==> config.mk <==
export PLATFORM = sky130hd
export DESIGN_NAME = uart_rx_os
export DESIGN_NICKNAME = d
export VERILOG_FILES = /design/src/rtl/uart_pkg.sv /design/src/rtl/uart_baud_tick.sv /design/src/rtl/uart_rx_os.sv
export SDC_FILE = /design/constraint.sdc
export NUM_CORES = 1
export LEC_CHECK = 0
export BUFFER_PORTS_ARGS = -buffer_cell sky130_fd_sc_hd__buf_2
export CORE_MARGIN = 10
export CORE_UTILIZATION = 42
export DETAILED_ROUTE_END_ITERATION = 12
export PLACE_DENSITY = 0.66
export SETUP_SLACK_MARGIN = 0.4
export SKIP_CTS_REPAIR_TIMING = 1
export SYNTH_ARGS = -nofsm -noshare
export SYNTH_HDL_FRONTEND = slang
export SYNTH_SLANG_ARGS = --single-unit
==> constraint.sdc <==
create_clock -name clk -period 4.9 [get_ports clk]
set_input_delay 0.245 -clock clk [delete_from_list [all_inputs] [get_ports clk]]
set_output_delay 0.245 -clock clk [all_outputs]
set_load 0.02 [all_outputs]
==> src/rtl/uart_pkg.sv <==
// Shared types and constants for the oversampling UART receiver.
package uart_pkg;

  typedef enum logic [1:0] {
    IDLE  = 2'd0,
    START = 2'd1,
    DATA  = 2'd2,
    STOP  = 2'd3
  } state_t;

  localparam int OVERSAMPLE_DEF = 16;

  // Clocks per oversample tick, never below one.
  function automatic int uart_div(input int clk_freq, input int baud_rate, input int oversample);
    int q;
    q = clk_freq / (baud_rate * oversample);
    return (q < 1) ? 1 : q;
  endfunction

endpackage

==> src/rtl/uart_baud_tick.sv <==
// Free-running divider producing a one-clock tick at the oversample rate.
module uart_baud_tick
  import uart_pkg::*;
#(
  parameter int clk_freq   = 1000000,
  parameter int baud_rate  = 9600,
  parameter int OVERSAMPLE = OVERSAMPLE_DEF
) (
  input  logic clk,
  input  logic rst,
  output logic tick
);

  localparam int DIV = uart_div(clk_freq, baud_rate, OVERSAMPLE);
  localparam int CW  = (DIV > 1) ? $clog2(DIV) : 1;
  localparam logic [CW-1:0] LAST = CW'(DIV - 1);

  logic [CW-1:0] cnt;

  always_ff @(posedge clk or negedge rst) begin
    if (!rst) begin
      cnt  <= '0;
      tick <= 1'b0;
    end else if (cnt == LAST) begin
      cnt  <= '0;
      tick <= 1'b1;
    end else begin
      cnt  <= cnt + CW'(1);
      tick <= 1'b0;
    end
  end

endmodule

==> src/rtl/uart_rx_os.sv <==
// 8N1 UART receiver with 16x oversampling, centre sampling and a valid/ready output.
//   state | meaning
//   IDLE  | waiting for a 1->0 edge on the synchronised line
//   START | counting to the start-bit centre to reject glitches
//   DATA  | sampling eight data bits LSB first at each bit centre
//   STOP  | sampling the stop bit, then delivering or flagging the byte
module uart_rx_os
  import uart_pkg::*;
#(
  parameter int clk_freq   = 1000000,
  parameter int baud_rate  = 9600,
  parameter int OVERSAMPLE = OVERSAMPLE_DEF
) (
  input  logic       clk,
  input  logic       rst,
  input  logic       rx,
  output logic [7:0] rx_data,
  output logic       rx_valid,
  input  logic       rx_ready,
  output logic       frame_err,
  output logic       overrun,
  output logic       busy
);

  localparam logic [3:0] OS_MID  = 4'(OVERSAMPLE / 2 - 1);
  localparam logic [3:0] OS_LAST = 4'(OVERSAMPLE - 1);

  logic       tick;
  logic       rx_meta, rx_s, rx_prev;
  state_t     state, state_nxt;
  logic [3:0] os_cnt, os_nxt;
  logic [2:0] bit_cnt, bit_nxt;
  logic [7:0] shreg, sh_nxt;
  logic       good_byte, frame_stb;

  uart_baud_tick #(
    .clk_freq  (clk_freq),
    .baud_rate (baud_rate),
    .OVERSAMPLE(OVERSAMPLE)
  ) u_tick (
    .clk (clk),
    .rst (rst),
    .tick(tick)
  );

  always_ff @(posedge clk or negedge rst) begin
    if (!rst) begin
      rx_meta <= 1'b1;
      rx_s    <= 1'b1;
    end else begin
      rx_meta <= rx;
      rx_s    <= rx_meta;
    end
  end

  always_ff @(posedge clk or negedge rst) begin
    if (!rst) begin
      state   <= IDLE;
      os_cnt  <= '0;
      bit_cnt <= '0;
      shreg   <= '0;
      rx_prev <= 1'b1;
    end else begin
      state   <= state_nxt;
      os_cnt  <= os_nxt;
      bit_cnt <= bit_nxt;
      shreg   <= sh_nxt;
      if (tick) rx_prev <= rx_s;
    end
  end

  always_comb begin
    state_nxt = state;
    os_nxt    = os_cnt;
    bit_nxt   = bit_cnt;
    sh_nxt    = shreg;
    good_byte = 1'b0;
    frame_stb = 1'b0;
    if (tick) begin
      case (state)
        IDLE: begin
          if (!rx_s && rx_prev) begin
            state_nxt = START;
            os_nxt    = '0;
          end
        end
        START: begin
          if (os_cnt == OS_MID) begin
            os_nxt    = '0;
            bit_nxt   = '0;
            state_nxt = rx_s ? IDLE : DATA;
          end else begin
            os_nxt = os_cnt + 4'd1;
          end
        end
        DATA: begin
          if (os_cnt == OS_LAST) begin
            sh_nxt  = {rx_s, shreg[7:1]};
            os_nxt  = '0;
            bit_nxt = bit_cnt + 3'd1;
            if (bit_cnt == 3'd7) state_nxt = STOP;
          end else begin
            os_nxt = os_cnt + 4'd1;
          end
        end
        STOP: begin
          if (os_cnt == OS_LAST) begin
            os_nxt    = '0;
            state_nxt = IDLE;
            good_byte = rx_s;
            frame_stb = ~rx_s;
          end else begin
            os_nxt = os_cnt + 4'd1;
          end
        end
        default: state_nxt = IDLE;
      endcase
    end
  end

  // A consumer handshake in the delivery cycle frees the slot for the new byte.
  always_ff @(posedge clk or negedge rst) begin
    if (!rst) begin
      rx_data   <= 8'h00;
      rx_valid  <= 1'b0;
      frame_err <= 1'b0;
      overrun   <= 1'b0;
    end else begin
      frame_err <= frame_stb;
      overrun   <= 1'b0;
      if (good_byte) begin
        if (!rx_valid || rx_ready) begin
          rx_data  <= shreg;
          rx_valid <= 1'b1;
        end else begin
          overrun <= 1'b1;
        end
      end else if (rx_valid && rx_ready) begin
        rx_valid <= 1'b0;
      end
    end
  end

  assign busy = (state != IDLE);

endmodule

# ---- Yosys cells after proc, flatten, opt, wreduce, memory -nomap -nowiden
# Index checks and enable logic that the tools add are counted.
dict set report word_totals {
  latch_bits 0
  register_bits 35
  romBits 0
  memories 0
  out_inout_bits 12
  elab_cells 73
  input_bits 4
  mem_bits_rw 0
}
dict set report classes {
  n_mux 27
  addsub 3
  div 0
  eq_ne 13
  shifts 0
  n_mul 0
  bitwise_logic 1
  n_reduce_logical 16
  order_cmp 0
}
# op count
set ops {}
lappend ops {{1-bit 2-to-1 mux} 12}
lappend ops {{2-bit 2-to-1 mux} 6}
lappend ops {{4-bit 2-to-1 mux} 3}
lappend ops {{4-bit one-hot mux with 3 select lines} 1}
lappend ops {{2-bit inequality test, second input constant} 5}
lappend ops {{3-bit 2-to-1 mux} 3}
lappend ops {{2-bit one-hot mux with 4 select lines} 1}
lappend ops {{3-bit by 1-bit adder with 3-bit output, second input constant} 2}
lappend ops {{3-bit equality test, second input constant} 2}
lappend ops {{3-bit one-hot mux with 2 select lines} 1}
lappend ops {{2-bit AND reduction} 3}
lappend ops {{6-bit AND reduction} 1}
lappend ops {{2-bit nonzero test} 3}
lappend ops {{4-bit by 1-bit adder with 4-bit output, second input constant} 1}
lappend ops {{2-bit equality test, second input constant} 2}
lappend ops {{4-bit by 3-bit equality test with 1-bit output, second input constant} 1}
lappend ops {{4-bit equality test, second input constant} 1}
lappend ops {{4-bit AND reduction} 1}
lappend ops {{3-bit AND reduction} 1}
lappend ops {{2-bit by 1-bit equality test with 1-bit output, second input constant} 1}
lappend ops {{1-bit logical AND} 2}
lappend ops {{1-bit zero test} 2}
lappend ops {{2-bit zero test} 1}
lappend ops {{2-bit by 1-bit inequality test with 1-bit output, second input constant} 1}
lappend ops {{other kinds (3)} 3}

# ---- Logic depth before layout (Yosys ltp)
dict set report logic_depth {
  word_depth 6
  ltp_mapped 5
  mapped_depth_nobuf 4
}

# ---- Cells and area by module
# A second synthesis with hierarchy kept.
dict set report unflattened {
  cells_unflattened 125
  hier_area_um2 1596.5
}
# mod cells_per_inst area_each_um2 n_inst seq_area_each_um2
set modules_own_cells {}
lappend modules_own_cells {uart_rx_os 114 1446.4 1 779.5}
lappend modules_own_cells {uart_baud_tick 11 150.1 1 100.1}

# ---- Least setup slack after synthesis
# Ideal clock, no wire load.
dict set report synth_timing {
  path_kind {flip-flop to flip-flop}
  start {register os_cnt[0]}
  end {register rx_data[0]}
  arrival_ns 1.414
  stages_incl_launch_ff 6
  n_path_buf 1
  setup_slack_ns 3.360
  setup_time_ns 0.125
  t_required_ns 4.775
  synth_period_minus_slack_ns 1.540
  path_cell_list {dfrtp_1 ha_1 nand4_1 and3b_1 buf_6 mux2_4}
}
dict set report synth_via {
  elab_chain_len 5
}
# element line
set synth_rtl {}
lappend synth_rtl {{start, declared} uart_rx_os.sv:31} ;# logic [3:0] os_cnt, os_nxt;
lappend synth_rtl {{start signal, assigned} uart_rx_os.sv:65} ;# os_cnt <= os_nxt;
lappend synth_rtl {{4-bit equality test} uart_rx_os.sv:107} ;# if (os_cnt == OS_LAST) begin
lappend synth_rtl {{1-bit 2-to-1 mux} uart_rx_os.sv:107}
lappend synth_rtl {{1-bit 2-to-1 mux} uart_rx_os.sv:80} ;# case (state)
lappend synth_rtl {{1-bit 2-to-1 mux} uart_rx_os.sv:79} ;# if (tick) begin
lappend synth_rtl {{2-bit AND reduction (no line)} -}
lappend synth_rtl {{end signal, assigned} uart_rx_os.sv:133} ;# rx_data <= shreg;
lappend synth_rtl {{end, declared} uart_rx_os.sv:17} ;# output logic [7:0] rx_data,
# No other way between the ends.
# A chain may end at the register's enable or synchronous reset.

# ---- Worst setup path in the final report
dict set report layout_timing {
  start {register os_cnt[0]}
  end {register shreg[1]}
}
dict set report layout_via {
  elab_chain_len 2
}
# element line
set layout_rtl {}
lappend layout_rtl {{4-bit equality test} uart_rx_os.sv:97} ;# if (os_cnt == OS_LAST) begin
lappend layout_rtl {{3-bit AND reduction (no line)} -}
lappend layout_rtl {{end signal, assigned} uart_rx_os.sv:67} ;# shreg <= sh_nxt;
lappend layout_rtl {{end, declared} uart_rx_os.sv:33} ;# logic [7:0] shreg, sh_nxt;
# No other way between the ends.

==> impl_metrics.json <==
{
  "status": "completed",
  "hp-class": "in -> async",
  "seq_area_frac_synth": 0.568,
  "viasPerCell": 5.10,
  "antenna_found_initial": 0,
  "maxSlewViolCount": 0,
  "drc_errors": 0,
  "dieArea_um2": 6510,
  "setup_viol": 0,
  "area_growth_pct": 12.3,
  "most-common-layout-cells": "dfrtp_1, buf_2, mux2_2",
  "leakage_nw": 0.872,
  "critPathSlowestCell": "nor3_2",
  "slew_headroom": 0.504,
  "netlist_area_um2": 1550,
  "htreeDepth": 2,
  "synth-seq-cells": 35,
  "fill_cells": 302,
  "skew_ns": 0.00852,
  "diodes": 0,
  "clk_pin_slew_ns": 0.07,
  "fp.dieW_um": 80.7,
  "synthCells": 116,
  "cts_root_buffer": "clkbuf_8",
  "rsz0062_at_grt": "no",
  "cts_tree": "yes",
  "grt_pass1_vias": 932,
  "nets": 138,
  "via_count": 907,
  "gp_congestion": 0.759,
  "dp_hpwl_um": 1740,
  "rows": 21,
  "arrival_ns": 2.08,
  "min_period_ns": 1.91,
  "period_share": 0.390,
  "synth_nets": 123,
  "final_common_cell": "dfrtp_1",
  "crit_type": "reg -> reg",
  "final_layout_size_suffix_gt1_frac": 0.379,
  "grt.total_usage": 0.0823,
  "initialDrtViolationCount": 103,
  "cpPeakStageDelay_ns": 0.59,
  "synth_cell_types": 35,
  "postRouteAntennaNets": 0,
  "worstRegToRegCells": 4,
  "yosysTopAreaCellShare": 0.517,
  "io_buffer_count": 15,
  "p_per_area_nw_per_um2": 356,
  "grt_pass1_wl_um": 4280,
  "final.setup.worst_slack_ns": 2.99,
  "cp_cell_sequence": "ha_1 > nand3_1 > nor3_2 > mux2_2",
  "wirelength_um": 2430,
  "ir_drop_v": 0.000195,
  "finalNonFillerCells": 178,
  "grt_start_max_net_pins": 36,
  "die_y_um": 80.7,
  "maxCapViolCount": 0,
  "yosys_warnings": 0,
  "final_area_um2": 1740,
  "initial_utilization": 0.450,
  "clkSinkCount": 35,
  "core_um2": 3440,
  "worstSetupStartpointType": "register",
  "setup.worst_path.end_class": "register",
  "cts_buffer_depth": 2,
  "hold_violations": 0,
  "cts-buffers-inserted": 5,
  "post-place-ws_ns": 2.99,
  "place_area_um2": 1630,
  "worstMarginPinSlew_ns": 0.741,
  "grt_overflow": 0,
  "fmax_mhz": 523,
  "dp_cells": 170,
  "synth_area_leaders": "dfrtp_1, mux2_2, mux2_4, dfstp_2, ha_1",
  "ios": 16,
  "wire_per_inst_um": 13.6,
  "utilization": 0.505,
  "avgSynthCellArea_um2": 13.3,
  "path_max_fanout": 11,
  "yosysTopAreaCell": "dfrtp_1",
  "first_pass_iters": 4,
  "clock_latency_ns": 0.28,
  "tns_ns": 0,
  "required_ns": 5.07
}
-- registers in the layout (all words and copies together) (netlist names), named ones only --
| name | flops |
|---|---|
| rx_meta | 1 |
| rx_s | 1 |
| state | 1 |
| frame_err | 1 |
| rx_data | 8 |
| rx_valid | 1 |
| rx_prev | 1 |
| os_cnt | 4 |
| overrun | 1 |
| u_tick.tick | 1 |
| bit_cnt | 3 |
| u_tick.cnt | 3 |
| shreg | 8 |
-- cells in the mapped netlist --
cell type and number:
nand2b_1 1, a22oi_1 1, or2_1 1, and3_1 2, o21ai_0 4, o211a_1 1, o21bai_1 1, nand3_1 4
o21a_1 3, a21oi_1 1, dfrtp_1 32, and3b_1 2, mux2_4 8, nor2b_1 1, buf_4 3, buf_6 2
inv_1 4, nand4_1 1, nor2_1 3, a21o_1 1, a22o_1 2, and3_2 2, nor3_1 2, ha_1 3
xor2_1 1, a22o_2 1, o2111ai_1 1, mux2_2 12, a31oi_1 1, dfstp_2 3, nor3b_1 2, nand2_1 4
o211ai_1 3, nor3_2 1, buf_2 2
-- routing by layer --
metal | global-route usage | share of wire
met5 | 0 | 0
met4 | 0.0363 | 0.016
met3 | 0.0367 | 0.072
met2 | 0.127 | 0.45
met1 | 0.0966 | 0.46
-- kinds of logic (layout without fill, tap and decap cells) --
kind of cell,after synthesis,after routing,synth area share
buffers and inverters,11,27,0.0453
adders and majority gates,3,3,0.0243
AOI/OAI and AO/OA,20,20,0.0938
DFF,35,35,0.568
and+or+nand+nor,26,26,0.0978
muxes,20,20,0.165
xor gates and xnor gates,1,1,0.00566
-- critical path, delay by kind of cell (launching register included) --
family                   cells  cell delay (ns)
AND/OR/NAND/NOR              2             0.74
multiplexers                 1             0.41
flip-flops                   1             0.39
adder cells (fa/ha/maj)      1             0.25
-- stage by stage --
stage	hold WS [ns]	total power [mW]
2_1_floorplan	-0.0506	0.361
3_3_place_gp	0.347	0.373
3_5_place_dp	0.352	0.374
4_1_cts	0.0415	0.628
5_1_grt	0.0354	0.652
6_report	0.0175	0.619
-- worst paths after layout --
kind | to | slack (ns) | from
max | shreg[1]$_DFFE_PN0P_ | 2.99 | os_cnt[0]$_DFFE_PN0P_
max reg2reg | shreg[1]$_DFFE_PN0P_ | 2.99 | os_cnt[0]$_DFFE_PN0P_
min reg2reg | rx_s$_DFF_PN1_ | 0.36 | rx_meta$_DFF_PN1_
min | os_cnt[0]$_DFFE_PN0P_ | 0.02 | rst
max in group asynchronous | shreg[0]$_DFFE_PN0P_ | 4.41 | rst
min in group clk | rx_meta$_DFF_PN1_ | 0.05 | rx
-- power breakdown --
| part | total, mW | switching (mW) | leakage (nW) | internal, mW |
|---|---|---|---|---|
| combinational | 0.0458 | 0.0242 | 0.349 | 0.0216 |
| sequential | 0.323 | 0.0194 | 0.465 | 0.303 |
| clock | 0.250 | 0.0992 | 0.0581 | 0.151 |
| total | 0.619 | 0.143 | 0.872 | 0.476 |
-- layout make-up --
class / instances / area [um2] / share of cell area
Tap cell: 46 / 57.6 / 0.0331
Sequential cell: 35 / 880 / 0.506
Timing Repair Buffer: 15 / 75.1 / 0.0432
Multi-Input combinational cell: 70 / 598 / 0.344
Clock buffer: 5 / 68.8 / 0.0396
Clock inverter: 3 / 43.8 / 0.0252
Inverter: 4 / 15.0 / 0.00864
(Power assumes the default switching activity.)
